**config.mk**
```make
export PLATFORM = sky130hd
export DESIGN_NAME = key_event_classifier
export DESIGN_NICKNAME = d
export VERILOG_FILES = /design/src/rtl/key_event_classifier.sv
export SDC_FILE = /design/constraint.sdc
export NUM_CORES = 1
export LEC_CHECK = 0
export BUFFER_PORTS_ARGS = -buffer_cell sky130_fd_sc_hd__buf_2
export CAP_MARGIN = 20
export CORE_MARGIN = 4
export CORE_UTILIZATION = 68
export DETAILED_ROUTE_END_ITERATION = 8
export PLACE_DENSITY = 0.91
export SYNTH_ARGS = -nofsm -noshare
export SYNTH_HDL_FRONTEND = slang
export SYNTH_SLANG_ARGS = --single-unit
```
**constraint.sdc**
```tcl
create_clock -name clk -period 4 [get_ports clk]
set_input_delay 0.6 -clock clk [delete_from_list [all_inputs] [get_ports clk]]
set_output_delay 0.6 -clock clk [all_outputs]
set_load 0.05 [all_outputs]
```
**src/rtl/key_event_classifier.sv**
```systemverilog
// Per-channel key gesture decoder: turns debounced key levels into
// one-cycle short / long / double press pulses.
//
// Ports:
//   clk          system clock; all state changes on its rising edge
//   rst          asynchronous reset, active low
//   key_level    [N] debounced, clk-synchronous key levels (1 = pressed)
//   short_pulse  [N] single short press completed
//   long_pulse   [N] key held for LONG_CYC samples
//   dbl_pulse    [N] double press detected
module key_event_classifier #(
    parameter int N        = 4,
    parameter int LONG_CYC = 50_000_000,
    parameter int DBL_CYC  = 12_500_000,
    parameter int CNT_W    = 26
) (
    input  logic         clk,
    input  logic         rst,
    input  logic [N-1:0] key_level,
    output logic [N-1:0] short_pulse,
    output logic [N-1:0] long_pulse,
    output logic [N-1:0] dbl_pulse
);

    typedef enum logic [2:0] {
        IDLE,
        PRESS1,
        WAIT2,
        PRESS2,
        HELD
    } state_t;

    localparam logic [CNT_W-1:0] ONE       = CNT_W'(1);
    localparam logic [CNT_W-1:0] LONG_LAST = CNT_W'(LONG_CYC - 1);
    localparam logic [CNT_W-1:0] DBL_LAST  = CNT_W'(DBL_CYC);

    for (genvar i = 0; i < N; i++) begin : g_ch
        state_t           state;
        logic [CNT_W-1:0] cnt;
        logic             s_q;
        logic             l_q;
        logic             d_q;
        logic             k;

        assign k = key_level[i];

        always_ff @(posedge clk or negedge rst) begin
            if (!rst) begin
                state <= IDLE;
                cnt   <= '0;
                s_q   <= 1'b0;
                l_q   <= 1'b0;
                d_q   <= 1'b0;
            end else begin
                s_q <= 1'b0;
                l_q <= 1'b0;
                d_q <= 1'b0;
                unique case (state)
                    IDLE: begin
                        if (k) begin
                            state <= PRESS1;
                            cnt   <= ONE;
                        end
                    end
                    PRESS1: begin
                        if (k) begin
                            // cnt holds the highs seen before this one
                            if (cnt == LONG_LAST) begin
                                l_q   <= 1'b1;
                                state <= HELD;
                                cnt   <= '0;
                            end else begin
                                cnt <= cnt + ONE;
                            end
                        end else begin
                            state <= WAIT2;
                            cnt   <= ONE;
                        end
                    end
                    WAIT2: begin
                        if (k) begin
                            state <= PRESS2;
                            cnt   <= ONE;
                        end else if (cnt == DBL_LAST) begin
                            // double window expired: commit the single press
                            s_q   <= 1'b1;
                            state <= IDLE;
                            cnt   <= '0;
                        end else begin
                            cnt <= cnt + ONE;
                        end
                    end
                    PRESS2: begin
                        if (!k) begin
                            d_q   <= 1'b1;
                            state <= IDLE;
                            cnt   <= '0;
                        end else if (cnt == LONG_LAST) begin
                            // a held second press still counts as double
                            d_q   <= 1'b1;
                            state <= HELD;
                            cnt   <= '0;
                        end else begin
                            cnt <= cnt + ONE;
                        end
                    end
                    HELD: begin
                        if (!k) begin
                            state <= IDLE;
                        end
                        cnt <= '0;
                    end
                    default: begin
                        state <= IDLE;
                        cnt   <= '0;
                    end
                endcase
            end
        end

        assign short_pulse[i] = s_q;
        assign long_pulse[i]  = l_q;
        assign dbl_pulse[i]   = d_q;
    end

endmodule
```
Word level (Yosys, flattened, before mapping)
Cells that the tools add are included.
- bits of input ports: 6
- register bits after elaboration: 128
- logic and storage cells: 160
- add/sub/neg operators: 4
- eq/ne operators: 36
- reductions and logical operators: 8
- multiplexer cells: 92
- operators with widths (operator ; number):
    $mux W26 ; 24
    $pmux W26 S4 ; 4
    $add A26 B1 Y26 const B ; 4
    $eq A26 B24 Y1 const B ; 4
    $eq A26 B26 Y1 const B ; 4
    $mux W3 ; 28
    $pmux W3 S5 ; 4
    $mux W1 ; 32
    $eq A3 B2 Y1 const B ; 8
    $ne A2 B2 Y1 const B ; 8
    $eq A3 B1 Y1 const B ; 4
    $eq A3 B3 Y1 const B ; 4
    $logic_not A3 Y1 ; 4
    $ne A3 B3 Y1 const B ; 4
    $reduce_and A3 Y1 ; 4

Depth between registers and ports, before layout
- depth in word-level cells: 4
- mapped depth: 10
- gate-level depth less buffers: 8

Worst setup path before layout
No wires, ideal clock.
- path type: in2reg
- from: input port key_level[1]
- to: register g_ch[1].cnt[23]
- setup slack: 1.835 ns
- data arrival time: 2.044 ns
- setup time: 0.121 ns
- buffers on the path: 2
- cell stages on the path: 8
- path through: or4_4 > buf_6 > and4_4 > buf_6 > and3_4 > and4_4 > xnor2_1 > nor2_1
- longest elaborated chain between the ends: 2
- ends and longest elaborated chain (item ; line ; RTL):
    start: declaration ; 19 ; input logic [N-1:0] key_level,
    $mux W26 (on tied branches) ; 94, 66, 81 ;
    $pmux W26 S4 ; 58 ; unique case (state)
    end signal: assignment ; 73 ; cnt <= cnt + ONE;
    end signal: assignment ; 90 ; cnt <= cnt + ONE;
    end signal: assignment ; 104 ; cnt <= cnt + ONE;
    end: declaration ; 39 ; logic [CNT_W-1:0] cnt;
Parallel ways exist; a longest one is shown, timed or not.
A chain may end at the register's enable or synchronous reset.

Worst setup path in the final report
- from: register g_ch[1].cnt[10]
- to: register g_ch[1].cnt[15]
- longest elaborated chain between the ends: 4
- ends and longest elaborated chain (item ; line):
    $add A26 B1 Y26, or another cell as far along ; 73, 90, 104
    $mux W26 (on tied branches) ; 68, 98, 84
    $mux W26 (on tied branches) ; 94, 66, 81
    $pmux W26 S4 (*) ; 58
Every way passes the cells marked *; elsewhere a longest branch is shown, timed or not.

==> flow_summary.ini <==
[synthesis]
ys.flop_type = dfrtp_1
synthesis.area_um2 = 7468
synth-edff-count = 0
synth_nets = 855
synth_area_leaders = dfrtp_1 43%, nor2_1 4.9%, nand2_1 4.5%
synth_top_cell_by_area = dfrtp_1
synth_top_cell_area_share_pct = 42.89
seq_area_frac_synth_pct = 42.89
synth.distinct_cells = 77
syn_area_per_cell_um2 = 8.891
synth_cells = 840
synthArstFlopShare_pct = 100.0
yosysWarnings = 0
yosys_register_bits = 128

[global_route]
antenna_found_initial = 0
busiest_layer = met2
grt_pass1_vias = 6141
grt_use_met2_pct = 44.63
gr-total-overflow = 0
use_met3_pct = 6.471
grt_max_degree = 56
grt.total_usage_pct = 27.59
met1_usage_pct = 35.65
grt_pass1_wl_mm = 28.86

[power]
p_leak_nw = 3.348
power_mw = 3.356
power_density_nw_per_um2 = 415.1
ir_worst_vdd_mv = 0.3356

[floorplanning]
pin_count = 18
core_area_um2 = 10790
die_height_um = 112.8
die_w_um = 112.8
start_util_pct = 69.20
core.rowCount = 38
dieArea_um2 = 12720

[cts]
clk_path_buf_depth = 2
cts_buffers = 17
tritoncts = yes
postCtsSetupRepairBufs = 0
worstSkewPairLatency_ps = 540
cts_root_buf = clkbuf_8
cts_resized = 0
clk_pin_slew_ps = 60
hold_buffers = 0
cts.sinks = 128
htreeDepth = 4

[timing]
worstMarginPinSlew_ps = 974.9
slew_viol_final = 0
skew_ps = 6.881
tns_ps = 0
period_needed_ps = 2629
final.period_utilization_pct = 65.72
setup_viol_count_final = 0
max_slew_margin_pct = 34.96
rsz0062_at_grt = false
max_freq_mhz = 380.4
finalHoldViolations = 0

[detailed_routing]
drt-initial-drc-count = 805
vias = 6413
drtPass1Iterations = 7
drc = 0
final_antenna_net_count = 0
post_drt_via_cell_ratio = 6.564
wl_per_cell_um = 17.21
wl_mm = 16.82

[worst_setup_path]
cp.required_ps = 4380
critical_path_class = reg2reg
cp-end-kind = flop
crit_fanout = 24
startpoint_type = flop
arrival_ps = 3010
reg2reg_from = g_ch[1].cnt[10]
cp-startpoint = g_ch[1].cnt[10]

[place]
port_buffers = 17
gp_congestion = 0.9051
place_inst = 945
dp_hpwl_mm = 10.78

[layout]
layout_common_cells = 128 x dfrtp_1, 97 x nor2_1, 89 x nand2_1
utilization_pct = 74.90
drive_gt1_share_pct = 10.04
syn_to_final_growth_pct = 8.243
nNetsFinal = 840
mostFrequentLayoutCell = dfrtp_1
antenna_cells = 0
layout.cells.non_filler = 977

[run_status]
outcome = finished clean

[job]
max_cap_violations = 0

[worst_hold_path]
hold_class = in2async
kinds of logic (layout without fill, tap and decap cells):
kind of cell	count (synthesis)	in the layout	share of synthesized area, %
AO/OA/AOI/OAI	152	152	13.42
XOR/XNOR	43	43	5.043
adder cells (fa/ha/maj)	9	9	1.508
buffers and inverters	83	80	5.562
flip-flops	128	128	42.89
multiplexers	2	2	0.2681
AND/OR/NAND/NOR	423	423	31.31
cells in the mapped netlist, types with 3 or more instances:
master	count
dfrtp_1	128
nor2_1	97
nand2_1	89
nand3_1	52
a21oi_1	44
a31oi_1	33
nand4_1	31
xor2_1	28
inv_1	25
clkbuf_1	24
o21ai_0	22
nand2b_1	17
and4_1	16
buf_2	16
xnor2_1	15
nor3_1	14
and3_1	12
buf_4	12
nor4_1	12
nor2b_1	11
nor4b_1	10
ha_1	9
and2_1	7
nor3b_1	7
a211oi_1	6
a41oi_1	6
nand3b_1	6
o21ai_1	6
buf_6	5
or3_1	5
or2_2	4
a211o_1	3
a21boi_0	3
and4b_1	3
nor4_2	3
nor4b_2	3
o21bai_1	3
critical path, cell delays in order (launching register included):
cell and delay (ps):
dfrtp_1 460, and2_0 350, nand4_1 150, nor3_1 350
a311oi_1 170, o21bai_2 780, o221ai_1 210
where the power goes:
part	total [mW]	internal, mW	switching, mW
combinational	0.310	0.108	0.202
sequential	1.43	1.34	0.0842
clock	1.62	1.03	0.592
state kept, by name (all words and copies together) (netlist names):
register / cells
g_ch.cnt: 104
g_ch.state: 12
g_ch.d_q: 4
g_ch.l_q: 4
g_ch.s_q: 4
per-stage QoR:
stage / area, um2 / worst slack, ps / hold WS, ps
finish: 8084 / 1371 / 113.2
global route: 8084 / 1076 / 174.1
CTS: 8077 / 1390 / 129.7
detailed placement: 7461 / 1488 / 498.6
global placement: 7461 / 1615 / 480.0
floorplan: 7468 / 1835 / 304.4
worst paths after layout:
path / end / slack [ps] / depth (start not counted)
max in group asynchronous: g_ch[3].cnt[8] / 2920 / 2
hold / removal: g_ch[1].cnt[10] / 110 / 1
hold reg to reg: g_ch[2].cnt[24] / 520 / 1
min in group clk: g_ch[2].d_q / 340 / 2
setup / recovery: g_ch[1].cnt[15] / 1370 / 6
setup reg to reg: g_ch[1].cnt[15] / 1370 / 6
per-layer routing:
| metal | routed length, um | vias to the layer above | part of all wire [%] |
|---|---|---|---|
| li1 | - | 2984 | - |
| met1 | 7030 | 3092 | 42 |
| met2 | 8312 | 292 | 49 |
| met3 | 1090 | 45 | 6.5 |
| met4 | 382 | 0 | 2.3 |
| met5 | 0 | - | 0 |
area by class of cell:
class | instances | area (um2)
Sequential cell | 128 | 3203
Tap cell | 140 | 175.2
Inverter | 25 | 93.84
Clock inverter | 13 | 187.7
Multi-Input combinational cell | 629 | 3856
Clock buffer | 18 | 427.9
Timing Repair Buffer | 24 | 140.1
Fill cell | 674 | 2709
Power figures use the tool's default switching activity.
